$ cat src/rtl/loader_pkg.sv
`default_nettype none
// ============================================================================
// Module      : loader_pkg
// Description : Shared state encoding and constants for the program loader.
// Revision    : 1.0 - initial release
// ============================================================================
package loader_pkg;

    typedef enum logic [2:0] {
        ST_LEN0  = 3'd0,
        ST_LEN1  = 3'd1,
        ST_DATA  = 3'd2,
        ST_FLUSH = 3'd3,
        ST_DONE  = 3'd4
    } state_t;

    localparam int c_idx_width = 2;
    localparam int c_hdr_bytes = 2;

endpackage
`default_nettype wire

$ cat src/rtl/word_assembler.sv
`default_nettype none
// ============================================================================
// Module      : word_assembler
// Description : Collects four little-endian bytes into one 32-bit word.
// Revision    : 1.0 - initial release
// ============================================================================
module word_assembler
    import loader_pkg::*;
(
    input  logic        clk,
    input  logic        reset,
    input  logic        clear,
    input  logic        byte_en,
    input  logic [7:0]  byte_in,
    output logic [31:0] word_out,
    output logic        word_last
);

    logic [c_idx_width-1:0] r_idx;
    logic [31:0]            r_word;

    // word_out already contains the incoming byte, so the 4th byte is usable on its own edge
    always_comb begin
        word_out = r_word;
        if (byte_en) begin
            word_out[{r_idx, 3'b000} +: 8] = byte_in;
        end
    end

    assign word_last = byte_en && (&r_idx);

    always_ff @(posedge clk) begin
        if (reset || clear) begin
            r_idx  <= '0;
            r_word <= '0;
        end else if (byte_en) begin
            r_idx  <= r_idx + 1'b1;
            r_word <= word_out;
        end
    end

endmodule
`default_nettype wire

$ cat src/rtl/prog_loader.sv
`default_nettype none
// ============================================================================
// Module      : prog_loader
// Description : Boot loader streaming a length-prefixed image into imem.
// Revision    : 1.0 - initial release
// ============================================================================
module prog_loader
    import loader_pkg::*;
#(
    parameter int ADDR_WIDTH = 8
) (
    input  logic                  clk,
    input  logic                  reset,
    input  logic                  in_valid,
    input  logic [7:0]            in_data,
    output logic                  in_ready,
    output logic                  mem_we,
    output logic [ADDR_WIDTH-1:0] mem_addr,
    output logic [31:0]           mem_wdata,
    output logic                  core_reset,
    output logic                  done,
    output logic                  overflow,
    output logic [15:0]           words_loaded
);

    localparam logic [16:0] c_depth = 17'(2 ** ADDR_WIDTH);

    state_t                r_state;
    state_t                w_next;
    logic [15:0]           r_count;
    logic [15:0]           r_words;
    logic                  r_mem_we;
    logic [ADDR_WIDTH-1:0] r_mem_addr;
    logic [31:0]           r_mem_wdata;
    logic                  r_overflow;

    logic                  w_accept;
    logic                  w_byte_en;
    logic                  w_clear;
    logic [15:0]           w_full_count;
    logic [31:0]           w_word;
    logic                  w_word_last;
    logic                  w_in_range;
    logic                  w_last_word;

    assign w_accept     = in_valid && in_ready;
    assign w_byte_en    = w_accept && (r_state == ST_DATA);
    assign w_clear      = (r_state != ST_DATA);
    assign w_full_count = {in_data, r_count[7:0]};
    assign w_in_range   = ({1'b0, r_words} < c_depth);
    assign w_last_word  = (r_words == (r_count - 16'd1));

    word_assembler u_asm (
        .clk       (clk),
        .reset     (reset),
        .clear     (w_clear),
        .byte_en   (w_byte_en),
        .byte_in   (in_data),
        .word_out  (w_word),
        .word_last (w_word_last)
    );

    always_comb begin
        w_next     = r_state;
        in_ready   = 1'b0;
        core_reset = 1'b1;
        done       = 1'b0;
        case (r_state)
            ST_LEN0: begin
                in_ready = 1'b1;
                if (w_accept) w_next = ST_LEN1;
            end
            ST_LEN1: begin
                in_ready = 1'b1;
                if (w_accept) w_next = (w_full_count == 16'd0) ? ST_DONE : ST_DATA;
            end
            ST_DATA: begin
                in_ready = 1'b1;
                if (w_word_last && w_last_word) w_next = ST_FLUSH;
            end
            ST_FLUSH: begin
                w_next = ST_DONE;
            end
            ST_DONE: begin
                core_reset = 1'b0;
                done       = 1'b1;
            end
            default: begin
                w_next = ST_LEN0;
            end
        endcase
    end

    always_ff @(posedge clk) begin
        if (reset) begin
            r_state     <= ST_LEN0;
            r_count     <= '0;
            r_words     <= '0;
            r_mem_we    <= 1'b0;
            r_mem_addr  <= '0;
            r_mem_wdata <= '0;
            r_overflow  <= 1'b0;
        end else begin
            r_state  <= w_next;
            r_mem_we <= 1'b0;
            if (w_accept && r_state == ST_LEN0) begin
                r_count[7:0] <= in_data;
            end
            if (w_accept && r_state == ST_LEN1) begin
                r_count[15:8] <= in_data;
                if ({1'b0, w_full_count} > c_depth) r_overflow <= 1'b1;
            end
            // Words past the memory depth are counted but never written
            if (w_word_last) begin
                r_mem_wdata <= w_word;
                r_mem_addr  <= r_words[ADDR_WIDTH-1:0];
                r_mem_we    <= w_in_range;
                r_words     <= r_words + 16'd1;
            end
        end
    end

    assign mem_we       = r_mem_we;
    assign mem_addr     = r_mem_addr;
    assign mem_wdata    = r_mem_wdata;
    assign overflow     = r_overflow;
    assign words_loaded = r_words;

endmodule
`default_nettype wire

$ cat config.mk
export PLATFORM = sky130hd
export DESIGN_NAME = prog_loader
export DESIGN_NICKNAME = d
export VERILOG_FILES = /design/src/rtl/loader_pkg.sv /design/src/rtl/word_assembler.sv /design/src/rtl/prog_loader.sv
export SDC_FILE = /design/constraint.sdc
export NUM_CORES = 1
export LEC_CHECK = 0
export BUFFER_PORTS_ARGS = -buffer_cell sky130_fd_sc_hd__buf_4
export CAP_MARGIN = 10
export CORE_MARGIN = 10
export CORE_UTILIZATION = 35
export CTS_CLUSTER_SIZE = 30
export DETAILED_ROUTE_END_ITERATION = 12
export HOLD_SLACK_MARGIN = 0.08
export PLACE_DENSITY = 0.52
export SYNTH_ARGS = -nofsm -noshare
export SYNTH_HDL_FRONTEND = slang
export SYNTH_HIERARCHICAL = 1
export SYNTH_SLANG_ARGS = --single-unit
$ cat constraint.sdc
create_clock -name clk -period 3.3 [get_ports clk]
set_input_delay 0 -clock clk [delete_from_list [all_inputs] [get_ports clk]]
set_output_delay 0 -clock clk [all_outputs]
set_load 0.01 [all_outputs]
### After elaboration in Yosys (flattened, before gate mapping)

Index checks and enable logic that the tools add are counted.

* register bits after elaboration: 111
* input bits: 11
* output and inout port bits: 61
* word-level logic and storage cells: 53

* $add $sub $neg: 4
* order comparisons: 2
* equal/unequal tests: 9
* shifts and indexed selects: 2
* muxes and demuxes: 10
* bitwise gates (word level): 2
* reductions and logical operators: 14

Operator list (count)
* $bwmux W32: 1
* $mux W32: 1
* $shift A8 B7 Y32 const A: 1
* $shiftx A8 B7 Y32: 1
* $add A16 B1 Y16 const B: 1
* $eq A16 B16 Y1: 1
* $gt A16 B9 Y1 const B: 1
* $logic_not A16 Y1: 1
* $lt A16 B9 Y1 const B: 1
* $sub A16 B1 Y16 const B: 1
* $pmux W3 S5: 1
* $mux W3: 4
* $neg A5 Y7: 1
* $eq A3 B2 Y1 const B: 2
* $logic_and A1 B1 Y1: 6
* $ne A2 B2 Y1 const B: 2
* $reduce_and A2 Y1: 2
* $reduce_and A4 Y1: 1
* $eq A3 B1 Y1 const B: 1
* $eq A3 B3 Y1 const B: 1
* $logic_not A3 Y1: 1
* $mux W1: 3
* $ne A3 B2 Y1 const B: 1
* $reduce_or A3 Y1: 1
* 5 further kinds: 6

### Longest topological paths before layout

Gate-level depths: netlist (run 1).

* word-level depth: 9
* depth in mapped cells: 11
* depth with buffers taken out: 9

### By module

Netlist (run 1), hierarchy kept.

Modules (own cells, without submodules)
* prog_loader: times used 1, cells each 391, area an instance 3519.6 um2, seq. area each 1541.5 um2
* word_assembler: times used 1, cells each 158, area an instance 1501.4 um2, seq. area each 680.7 um2

### Least setup slack after synthesis (run 1)

OpenSTA, ideal clock, no wires.

* path type: register to register
* start: reg r_state[1]
* end: reg r_mem_wdata[2] (netlist: mem_wdata[2])
* library setup time: 128 ps
* arrival time: 2357 ps
* required time: 3172 ps
* slack: 815 ps
* stages on the path, launching flop included: 10
* path buffers: 4
* period minus slack after synthesis: 2485 ps
* cells stage by stage: dfxtp_1 > clkbuf_1 > nor3b_1 > buf_2 > nand2_1 > inv_1 > clkbuf_1 > clkbuf_1 > mux2i_1 > nor2_1

* word-level cells in the longest chain between the ends: 6
* elaborated cells between the ends (all ways): 9
* classes of those cells: 2 x eq/ne; 2 x mux; 5 x reduce/logical

Ends and longest elaborated chain
* from (decl): RTL line prog_loader.sv:28 `state_t r_state;`
* from (signal assigned): RTL line prog_loader.sv:104 `r_state <= w_next;`
* $eq A3 B2 Y1, or another cell as far along: RTL line prog_loader.sv:47, prog_loader.sv:68
* $reduce_or A3 Y1 (no line)
* $mux W1: RTL line prog_loader.sv:68 `case (r_state)`
* $logic_and A1 B1 Y1: RTL line prog_loader.sv:46 `assign w_accept = in_valid && in_ready;`
* $logic_and A1 B1 Y1 *: RTL line prog_loader.sv:47 `assign w_byte_en = w_accept && (r_state == ST_DATA);`
* net w_byte_en: RTL line prog_loader.sv:38 `logic w_byte_en;`
* $logic_and A1 B1 Y1 *: RTL line word_assembler.sv:30 `assign word_last = byte_en && (&r_idx);`
* net w_word_last: RTL line prog_loader.sv:42 `logic w_word_last;`
* to (signal assigned): RTL line prog_loader.sv:115 `r_mem_wdata <= w_word;`
* to (decl): RTL line prog_loader.sv:34 `logic [31:0] r_mem_wdata;`

Mark *: on every way through the listed nets, which the timed path passes. The rest lies on a longest branch.
A chain may end at the register's enable or synchronous reset.

### Worst setup path in the final report (run 1)

* start: reg r_state[2]
* end: reg r_words[9] (netlist: words_loaded[9])

* word-level cells in the longest chain between the ends: 6
* elaborated cells between the ends (all ways): 8
* classes of those cells: 2 x eq/ne; 1 x mux; 5 x reduce/logical

Ends and longest elaborated chain
* $eq A3 B2 Y1, or another cell as far along: RTL line prog_loader.sv:47, prog_loader.sv:68
* $reduce_or A3 Y1 (no line)
* $mux W1: RTL line prog_loader.sv:68
* $logic_and A1 B1 Y1: RTL line prog_loader.sv:46
* $logic_and A1 B1 Y1 *: RTL line prog_loader.sv:47
* net w_byte_en: RTL line prog_loader.sv:38
* $logic_and A1 B1 Y1 *: RTL line word_assembler.sv:30
* net w_word_last: RTL line prog_loader.sv:42
* to (signal assigned): RTL line prog_loader.sv:118 `r_words <= r_words + 16'd1;`
* to (decl): RTL line prog_loader.sv:31 `logic [15:0] r_words;`

Marks and branches as above.

==> PnR_summary.wiki, run 1 <==
{| class="wikitable"
! Metric !! Value
|-
| DP HPWL || 9.04 mm
|-
| Maximum count of clock buffers along a single path || 2
|-
| Final std cells w/o fill || 795
|-
| Max Freq || 0.376 GHz
|-
| IR drop worst, VDD || 0.000346 V
|-
| Final Instance Area || 6060 um^2
|-
| Setup repair after global routing missed its margin || false
|-
| Number of optimization iterations in the first detailed-route pass || 4
|-
| Fraction of registers with async set or reset after synthesis || 0%
|-
| CP required || 3.51 ns
|-
| Hold buffers post-CTS || 9
|-
| Area added between synthesis and finish || 20.8%
|-
| Total chip power || 2.80 mW
|-
| Placeable core region || 14000 um^2
|-
| Cell family with the largest share of critical-path delay || simple AND/OR/NAND/NOR gates
|-
| DR vias/cell || 5.10
|-
| Vias in the first global route || 4000
|-
| Distinct cell type count of the synthesized netlist || 54
|-
| Number of antenna violations at the first check in global routing || 0
|-
| Summed instance area of the synthesized netlist || 5020 um^2
|-
| Worst Hold Depth || 2
|-
| Hold Path Sink || mem_wdata[3]$_SDFFE_PP0P_
|-
| Post-cts repair resize count || 0
|-
| Share of layout cells above drive strength 1 || 16.6%
|-
| Maximum level of the CTS H-tree || 3
|-
| Master of the slowest instance on the critical path || inv_2
|-
| Clock buffers created by TritonCTS || 9
|-
| Top FF cell, synth || dfxtp_1
|-
| Die Span X || 140 um
|-
| Outcome || completed
|-
| Worst hold path startpoint || reset
|-
| Largest net degree at the start of global routing || 79
|-
| CP Launch Type || register
|-
| Warning count from the yosys run || 6
|-
| Max Fanout on Critical Path || 16
|-
| Number of violations of the max-capacitance limit || 0
|-
| Initial core utilization || 35.9%
|-
| Worst R2R End || words_loaded[9]$_SDFFE_PP0P_
|-
| Startpoint of the lowest-slack register-to-register path || r_state[2]$_SDFFE_PP0P_
|-
| Post-route ant nets || 0
|-
| Post-CTS setup repair buffer count || 0
|-
| Port Buf Inserts || 71
|-
| Critical path class || reg -> reg
|-
| Post-route setup TNS || 0 ns
|-
| Fraction of the cycle the final worst path needs || 80.6%
|-
| CP Cell Sequence || nand2b_1 > nor3b_1 > buf_4 > nand2_1 > inv_2 > nand4_1 > nor2_1 > nand3_1 > xor2_1 > nor2_1
|-
| Transition at the pin with the smallest max-transition slack || 0.869 ns
|-
| Die Height || 140 um
|-
| Endpoint type of the worst setup path || register
|-
| Setup Viol. Count Final || 0
|-
| Antenna cell count || 0
|-
| Average size of a mapped cell || 9.15 um^2
|-
| Buffers plus inverters on the worst setup path || 2
|-
| Wire length of the first global-routing pass || 21.0 mm
|-
| Reg-to-reg setup timing slack || 0.64 ns
|-
| Clock tree from TritonCTS || built
|-
| Number of nets produced by synthesis || 567
|-
| Crit path DAT || 2.87 ns
|-
| Total track usage || 13.1%
|-
| Die Footprint || 19500 um^2
|-
| Fraction of the yosys area taken by sequential cells || 44.3%
|-
| Number of synthesized flops with an enable pin || 0
|-
| Worst rel slew slack || 42.1%
|-
| Max incr delay on CP || 0.37 ns
|-
| Minimum period implied by the final worst setup slack || 2.66 ns
|-
| Clock latency on the worst-skew pair || 0.35 ns
|-
| CTS Root Buffer Type || clkbuf_16
|-
| Placed cell count || 770
|-
| Placement Cell Area || 5660 um^2
|-
| GPL Wtd Cong || 0.874
|-
| Standard-cell row count || 43
|-
| Pins Over Slew Limit || 0
|-
| Count of cells along the worst register-to-register path || 10
|-
| Number of I/O pins || 72
|-
| Fillcell total || 1390
|-
| Via count || 4051
|-
| Routed Wire Length || 12.9 mm
|-
| Remaining routing DRC violations || 0
|-
| Clock-pin slew reported for the worst setup and hold paths after clock tree synthesis || 0.07 ns
|-
| Final number of hold-violating endpoints || 0
|-
| Most numerous cell on the critical path || nor2_1
|-
| Static Leak || 2.50 nW
|-
| Global route total overflow || 0
|-
| Final core utilization || 43.4%
|-
| Register bit count reported by yosys || 111
|-
| Sink Count || 111
|-
| Power per Cell Area || 461 nW/um^2
|-
| Hold/Removal Path Class || in -> reg
|-
| Nets@finish || 628
|-
| First-iteration detailed-routing DRC count || 209
|-
| Post-synthesis instance total || 549
|-
| WL/cell || 16.2 um
|-
| Largest clock skew in the final design || 0.0108 ns
|}
synthesized netlist by cell type (11+ instances only):
| cell type | number | area share, % |
|---|---|---|
| inv_1 | 26 | 1.9 |
| xor2_1 | 22 | 3.8 |
| a21oi_1 | 17 | 1.7 |
| xnor2_1 | 13 | 2.3 |
| nor2_1 | 100 | 7.5 |
| a32oi_1 | 21 | 3.7 |
| a22o_1 | 11 | 1.9 |
| a32o_1 | 11 | 2.2 |
| mux2i_1 | 51 | 10 |
| dfxtp_1 | 111 | 44 |
| clkbuf_1 | 23 | 1.7 |
| nand2_1 | 34 | 2.5 |
cell usage in the layout, fill, tap and decap left out, drive strengths merged, types with 7 or more instances in the layout:
master and count:
dfxtp 111, a21oi 18, and3 9, xnor2 13, nor4 7, nand4 9
a32oi 21, ha 7, nand2 34, dlygate4sd3 9, xor2 22, nand3 7
a32o 11, inv 28, mux2i 51, nor2 102, buf 75, a22o 11
clkbuf 11
layout make-up:
class / count / area (um^2) / share of cell area, %
clock buffers: 11 / 253 / 4.17
clock inverters: 5 / 61.3 / 1.01
inverters: 26 / 97.6 / 1.61
multi-input cells: 378 / 2550 / 42.1
flip-flops and latches: 111 / 2220 / 36.6
well taps: 180 / 225 / 3.71
repair buffers: 84 / 653 / 10.8
flip-flops by register name (all words and copies together), names as in the netlist:
register and count:
r_count 16, u_asm/r_idx 2, overflow 1, words_loaded 16, mem_wdata 32, r_state 3
mem_addr 8, u_asm/r_word 32, mem_we 1
stage by stage:
stage	hold WS [ns]	worst slack (ns)
after floorplan	0.136	0.815
after global routing	0.228	0.316
after global placement	0.337	0.735
after CTS	0.205	0.605
final	0.188	0.641
after detailed placement	0.343	0.654
routing by layer:
metal	vias to the layer above	wire length (um)	GRT usage, %
met3	13	672	4.05
met4	0	270	5.11
li1	2039	-	-
met5	-	0	0
met2	93	6190	21.2
met1	1906	5750	15.8
worst max-delay path by stage:
stage | from | to | slack (ns) | cells after the start
2_1_floorplan | r_state[1]$_SDFFE_PP0P_ | mem_wdata[2]$_SDFFE_PP0P_ | 0.82 | 9
3_3_place_gp | r_state[2]$_SDFFE_PP0P_ | words_loaded[9]$_SDFFE_PP0P_ | 0.73 | 10
3_5_place_dp | r_state[2]$_SDFFE_PP0P_ | words_loaded[9]$_SDFFE_PP0P_ | 0.65 | 10
4_1_cts | r_state[2]$_SDFFE_PP0P_ | words_loaded[9]$_SDFFE_PP0P_ | 0.61 | 10
5_1_grt | r_state[2]$_SDFFE_PP0P_ | words_loaded[9]$_SDFFE_PP0P_ | 0.32 | 10
6_report | r_state[2]$_SDFFE_PP0P_ | words_loaded[9]$_SDFFE_PP0P_ | 0.64 | 10
kinds of logic after synthesis:
kind of cell	share of synthesized area, %
and+or+nand+nor	20.5
DFF	44.3
AOI/OAI and AO/OA	12.1
buffers and inverters	4.91
muxes	10.4
xor gates and xnor gates	6.11
adders and majority gates	1.74
where the power goes:
part | total, mW | internal, mW | switching, mW
clock | 1.13 | 0.636 | 0.499
combinational | 0.275 | 0.116 | 0.159
sequential | 1.39 | 1.35 | 0.0316
No activity file was read; power rests on OpenSTA's default activity.
==> run 2: changes to the inputs <==
Clock period 3.3 ns to 2.6 ns, I/O delays scaled along.
==> run 2 against run 1 <==
Effect of this change:
- via count barely moved
- sequential power rose by 27%
- critical path depth fell by 2
- combinational power rose by 27%
- highest routed layer unchanged
==> PnR_summary.wiki, run 2 (synthesized netlist as in run 1, its figures left out) <==
{| class="wikitable"
! Metric !! Value
|-
| Hold/Removal Path Class || in -> reg
|-
| Critical path class || reg -> reg
|-
| Die Height || 140 um (unchanged)
|-
| Global route total overflow || 0 (unchanged)
|-
| Via count || 4047 (-0.099%)
|-
| Static Leak || 2.51 nW (+0.35%)
|-
| Wire length of the first global-routing pass || 21.2 mm (+0.56%)
|-
| Number of violations of the max-capacitance limit || 0 (unchanged)
|-
| Maximum count of clock buffers along a single path || 2 (unchanged)
|-
| Share of power burned in registers || 50.2% (+0.6 points)
|-
| Initial core utilization || 35.9% (unchanged)
|-
| Area taken by flip-flops and latches || 2220 um^2 (unchanged)
|-
| Area of the multi-input gates || 2550 um^2 (unchanged)
|-
| Power per Cell Area || 577 nW/um^2 (+25%)
|-
| DR vias/cell || 5.06 (-0.72%)
|-
| Sink Count || 111 (unchanged)
|-
| Endpoint type of the worst setup path || register
|-
| Antenna cell count || 0 (unchanged)
|-
| Nets@finish || 633 (+0.80%)
|-
| Minimum period implied by the final worst setup slack || 2.32 ns (-0.343 ns)
|-
| Fraction of the cycle the final worst path needs || 89.1% (+8.5 points)
|-
| Transition at the pin with the smallest max-transition slack || 0.882 ns (+0.0134 ns)
|-
| Clock-pin slew reported for the worst setup and hold paths after clock tree synthesis || 0.08 ns (about the same)
|-
| Number of antenna violations at the first check in global routing || 0 (unchanged)
|-
| Port Buf Inserts || 71 (unchanged)
|-
| Worst rel slew slack || 40.7% (-1.3 points)
|-
| Post-route ant nets || 0 (unchanged)
|-
| CP Launch Type || register
|-
| DP HPWL || 8.95 mm (-0.97%)
|-
| Outcome || completed
|-
| Clock buffers created by TritonCTS || 9 (unchanged)
|-
| Die Footprint || 19500 um^2 (unchanged)
|-
| Final Instance Area || 6080 um^2 (+0.33%)
|-
| Die Span X || 140 um (unchanged)
|-
| Crit path DAT || 2.61 ns (-0.26 ns)
|-
| Fillcell total || 1420 (+2.2%)
|-
| Standard-cell row count || 43 (unchanged)
|-
| Pins Over Slew Limit || 0 (unchanged)
|-
| Remaining routing DRC violations || 0 (unchanged)
|-
| Setup Viol. Count Final || 0 (unchanged)
|-
| Largest net degree at the start of global routing || 79 (unchanged)
|-
| Switching component of the power || 883 uW (+28%)
|-
| Setup repair after global routing missed its margin || false
|-
| Worst setup timing slack at the placement stage || 0.329 ns (-0.325 ns)
|-
| Max Fanout on Critical Path || 16 (unchanged)
|-
| IR drop worst, VDD || 0.000410 V (+18%)
|-
| Max Freq || 0.432 GHz (+15%)
|-
| Logic pwr share || 9.9% (about the same)
|-
| Routed Wire Length || 12.9 mm (+0.12%)
|-
| Placed cell count || 775 (+0.65%)
|-
| Clock tree from TritonCTS || built
|-
| Number of I/O pins || 72 (unchanged)
|-
| Final std cells w/o fill || 800 (+0.63%)
|-
| Number of optimization iterations in the first detailed-route pass || 4 (unchanged)
|-
| CTS Root Buffer Type || clkbuf_16
|-
| Largest clock skew in the final design || 0.0117 ns (+0.000900 ns)
|-
| Final critical-path setup slack || 0.284 ns (-0.357 ns)
|-
| Maximum level of the CTS H-tree || 3 (unchanged)
|-
| Total chip power || 3.51 mW (+25%)
|-
| Final core utilization || 43.5% (+0.14 points)
|-
| WL/cell || 16.1 um (-0.51%)
|-
| Most common cell after layout, fill and taps aside || dfxtp_1
|-
| Most frequent cells in the layout || dfxtp_1 (111), nor2_1 (100), buf_4 (80), mux2i_1 (51), nand2_1 (34)
|-
| Hold_ws || 0.195 ns (+0.00722 ns)
|-
| Post-route setup TNS || 0 ns (unchanged)
|-
| Vias in the first global route || 4026 (+0.65%)
|-
| Placement Cell Area || 5700 um^2 (+0.66%)
|-
| Switching share of power || 25.2% (+0.50 points)
|-
| CP required || 2.89 ns (-0.62 ns)
|-
| Final number of hold-violating endpoints || 0 (unchanged)
|-
| Power share of the clock group || 39.9% (-0.7 points)
|-
| Area added between synthesis and finish || 21.2%
|-
| Clock latency on the worst-skew pair || 0.36 ns (about the same)
|-
| GPL Wtd Cong || 0.826 (-5.4%)
|-
| Internal power summed over all cells || 2.63 mW (+25%)
|-
| Share of layout cells above drive strength 1 || 16.9% (+0.35 points)
|-
| Total track usage || 13.2% (+0.083 points)
|-
| First-iteration detailed-routing DRC count || 219 (+4.8%)
|-
| Placeable core region || 14000 um^2 (unchanged)
|}
## run 2: power groups by stage
stage | Combinational, mW | Sequential [mW] | Clock, mW
2_1_floorplan | 0.257 | 1.78 | 0
6_report | 0.349 | 1.76 | 1.40
4_1_cts | 0.352 | 1.76 | 1.46
3_5_place_dp | 0.340 | 1.80 | 0
5_1_grt | 0.385 | 1.76 | 1.51
3_3_place_gp | 0.337 | 1.80 | 0
## run 2: critical path: stages, from the launching register on
cell and delay, ns:
dfxtp_1 0.36, nand2b_1 0.20, nor3b_1 0.29, buf_4 0.23
nor2b_1 0.17, and4_1 0.58, a22o_1 0.24, mux2i_1 0.07
nor2_1 0.11
## run 2: layout make-up
type	count	area share, %
repair buffers	89	11.4
clock inverters	5	1.05
multi-input cells	378	41.9
flip-flops and latches	111	36.5
inverters	26	1.60
well taps	180	3.70
clock buffers	11	3.82
## run 2: path summary, 6_finish.rpt
path                                                     from                             to  slack [ns]  depth (start not counted)
worst min-delay path                                    reset     mem_wdata[14]$_SDFFE_PP0P_        0.20                          2
worst max-delay path                  r_state[2]$_SDFFE_PP0P_      mem_wdata[4]$_SDFFE_PP0P_        0.28                          8
worst max register to register        r_state[2]$_SDFFE_PP0P_      mem_wdata[4]$_SDFFE_PP0P_        0.28                          8
worst min register to register  u_asm/r_word[29]$_SDFFE_PP0P_  u_asm/r_word[29]$_SDFFE_PP0P_        0.47                          2
## run 2: routing by layer
| layer | track usage (%) | vias up | part of all wire [%] |
|---|---|---|---|
| met1 | 15.4 | 1915 | 45 |
| met4 | 4.57 | 0 | 1.4 |
| met3 | 4.08 | 13 | 5.2 |
| li1 | - | 2052 | - |
| met5 | 0 | - | 0 |
| met2 | 22.2 | 67 | 48 |
## run 2: timing repair
action	in CTS	in global routing
hold buffers	9	0
setup buffers	0	0
endpoints found under the hold margin	40	0
resized for setup	0	0
==> run 3: changes to the inputs <==
Settings changed: CAP_MARGIN 10 to 20.
Clock period 2.6 ns to 2.3 ns, I/O delays scaled along.
==> run 3 against run 2 <==
Effect of this change:
- via count is 3.2% higher
- hold slack better by 0.27 ns
- clock-buffer cell count down 2
- critical path depth unchanged
- total power rose by 11%
- sequential share of layout area fell by 0.77 points
- maximum frequency increased by 9.5%
- sequential power increased by 12%
- largest cell class unchanged
- largest power group unchanged
==> PnR_summary.wiki, run 3 (synthesized netlist as in run 1, its figures left out) <==
{| class="wikitable"
! Metric !! Value
|-
| Number of I/O pins || 72 (unchanged)
|-
| Beginning of the critical path || r_state[2]$_SDFFE_PP0P_
|-
| Hold_ws || 0.469 ns (+0.274 ns)
|-
| Nets@finish || 648 (+2.4%)
|-
| Standard-cell row count || 43 (unchanged)
|-
| Total track usage || 13.1% (-0.074 points)
|-
| Clock buffers created by TritonCTS || 9 (unchanged)
|-
| Share of layout cells above drive strength 1 || 18.4% (+1.5 points)
|-
| Transition at the pin with the smallest max-transition slack || 0.562 ns (-0.320 ns)
|-
| Final number of hold-violating endpoints || 0 (unchanged)
|-
| Final core utilization || 44.4% (+0.94 points)
|-
| Minimum period implied by the final worst setup slack || 2.12 ns (-0.200 ns)
|-
| Max Freq || 0.473 GHz (+9.5%)
|-
| Startpoint of the lowest-slack register-to-register path || r_state[2]$_SDFFE_PP0P_
|-
| Global route total overflow || 0 (unchanged)
|-
| DR vias/cell || 5.13 (+1.3%)
|-
| WL/cell || 15.6 um (-3.0%)
|-
| Number of antenna violations at the first check in global routing || 0 (unchanged)
|-
| Pins Over Slew Limit || 0 (unchanged)
|-
| CP required || 2.59 ns (-0.30 ns)
|-
| Sink Count || 111 (unchanged)
|-
| Worst Hold Depth || 2 (unchanged)
|-
| Initial core utilization || 35.9% (unchanged)
|-
| Max Fanout on Critical Path || 16 (unchanged)
|-
| Die Footprint || 19500 um^2 (unchanged)
|-
| Maximum level of the CTS H-tree || 3 (unchanged)
|-
| Largest net degree at the start of global routing || 51 (-35%)
|-
| Die Span X || 140 um (unchanged)
|-
| Setup repair after global routing missed its margin || false
|-
| Met1 track utilization from global routing || 15.5% (+0.17 points)
|-
| Critical path class || reg -> reg
|-
| Final Instance Area || 6220 um^2 (+2.2%)
|-
| Remaining routing DRC violations || 0 (unchanged)
|-
| Via count || 4178 (+3.2%)
|-
| DP HPWL || 9.07 mm (+1.4%)
|-
| Hold/Removal Path Class || reg -> reg
|-
| Clock-pin slew reported for the worst setup and hold paths after clock tree synthesis || 0.08 ns (about the same)
|-
| Port Buf Inserts || 71 (unchanged)
|-
| Post-CTS setup repair buffer count || 0 (unchanged)
|-
| Met3 Use GR || 4.63% (+0.54 points)
|-
| Area added between synthesis and finish || 23.8%
|-
| Crit path DAT || 2.41 ns (-0.20 ns)
|-
| CP Launch Type || register
|-
| Reg-to-reg setup timing slack || 0.18 ns (-0.10 ns)
|-
| Fraction of the cycle the final worst path needs || 92.0% (+2.9 points)
|-
| First-iteration detailed-routing DRC count || 274 (+25%)
|-
| Max incr delay on CP || 0.45 ns (-0.13 ns)
|-
| Wire length of the first global-routing pass || 21.2 mm (+0.16%)
|-
| Number of violations of the max-capacitance limit || 0 (unchanged)
|-
| Power per Cell Area || 628 nW/um^2 (+9.0%)
|-
| Area of the multi-input gates || 2570 um^2 (+0.59%)
|-
| Routed Wire Length || 12.8 mm (-1.2%)
|-
| GPL Wtd Cong || 0.810 (-1.9%)
|-
| Most common cell after layout, fill and taps aside || dfxtp_1
|-
| Area taken by flip-flops and latches || 2220 um^2 (unchanged)
|-
| Placeable core region || 14000 um^2 (unchanged)
|-
| Master of the slowest instance on the critical path || and4_2
|-
| Number of optimization iterations in the first detailed-route pass || 4 (unchanged)
|-
| Endpoint type of the worst setup path || register
|-
| Fillcell total || 1422 (+0.14%)
|-
| Most Used Layer, Global Route || met2
|-
| CTS Root Buffer Type || clkbuf_16
|-
| Worst hold path startpoint || u_asm/r_word[29]$_SDFFE_PP0P_
|-
| Die Height || 140 um (unchanged)
|-
| Maximum count of clock buffers along a single path || 2 (unchanged)
|-
| Antenna cell count || 0 (unchanged)
|-
| CP Cell Sequence || nand2b_1 > nor3b_2 > buf_4 > nor2b_1 > and4_2 > a22o_1 > mux2i_1 > nor2_1
|-
| Vias in the first global route || 4106 (+2.0%)
|-
| Worst R2R End || mem_wdata[4]$_SDFFE_PP0P_
|-
| Post-route ant nets || 0 (unchanged)
|-
| Static Leak || 2.59 nW (+3.6%)
|-
| Most frequent cells in the layout || dfxtp_1 (111), nor2_1 (99), buf_4 (86), mux2i_1 (51), nand2_1 (34)
|-
| Clock latency on the worst-skew pair || 0.36 ns (about the same)
|-
| Placement Cell Area || 5740 um^2 (+0.79%)
|-
| Hold Path Sink || u_asm/r_word[29]$_SDFFE_PP0P_
|-
| Outcome || completed
|-
| Largest clock skew in the final design || 0.00914 ns (-0.00254 ns)
|-
| IR drop worst, VDD || 0.000602 V (+47%)
|-
| Count of cells along the worst register-to-register path || 8 (unchanged)
|-
| Setup Viol. Count Final || 0 (unchanged)
|-
| Met2 GRT Util || 21.9% (-0.27 points)
|-
| Clock tree from TritonCTS || built
|-
| Worst rel slew slack || 62.5% (+22 points)
|}
run 3: cell count changes in the layout (fill, tap and decap cells not counted), moves of 2 or more:
cell,change
buf_4,+6
clkbuf_1,-2
clkinv_2,+3
dlygate4sd3_1,+9
run 3: how the worst max path moves through the flow:
stage / endpoint / slack (ns) / cells after the start
2_1_floorplan: mem_we$_SDFF_PP0_ / 0.03 / 8
3_3_place_gp: mem_wdata[0]$_SDFFE_PP0P_ / 0.11 / 8
3_5_place_dp: mem_wdata[7]$_SDFFE_PP0P_ / -0.003 / 8
4_1_cts: r_state[0]$_SDFFE_PP0P_ / 0.08 / 9
5_1_grt: r_state[0]$_SDFFE_PP0P_ / 0.004 / 9
6_report: mem_wdata[4]$_SDFFE_PP0P_ / 0.18 / 8
run 3: area by class of cell:
cell class / instances / area share, %
clock buffer: 9 / 3.62
clock inverter: 7 / 0.845
inverter: 26 / 1.57
multi-input combinational: 378 / 41.3
sequential: 111 / 35.7
tap: 180 / 3.62
timing repair buffer: 104 / 13.3
run 3: power breakdown:
group,switching (mW),internal (mW)
clock network,0.740,0.749
logic,0.247,0.195
registers,0.0313,1.94
total,1.02,2.89
run 3: metrics by stage:
stage | power (mW) | worst slack, ns | instances | setup TNS (ns)
after global routing | 4.10 | 0.00434 | 815 | 0
final | 3.91 | 0.184 | 815 | 0
after CTS | 3.96 | 0.0828 | 815 | 0
after floorplan | 2.30 | 0.0318 | 549 | 0
after global placement | 2.43 | 0.114 | 781 | 0
after detailed placement | 2.43 | -0.00291 | 781 | -0.00291
run 3: worst max-delay path: cells and delay by family (launching register included):
family                 cells  cell delay (ns)
buffers and inverters      1             0.21
muxes                      1             0.07
DFF                        1             0.35
AOI/OAI and AO/OA          1             0.20
and+or+nand+nor            5             1.21
run 3: repair_timing:
action | 4_1_cts | 5_1_grt
endpoints found under the setup margin | 8 | 22
gates resized for setup | 1 | 3
hold endpoints to repair | 60 | 0
hold buffers | 18 | 0
run 3: routing by layer:
layer | part of all wire [%] | vias to the layer above
li1 | - | 2085
met1 | 45 | 2001
met5 | 0 | -
met3 | 5.1 | 12
met4 | 1.1 | 0
met2 | 48 | 80
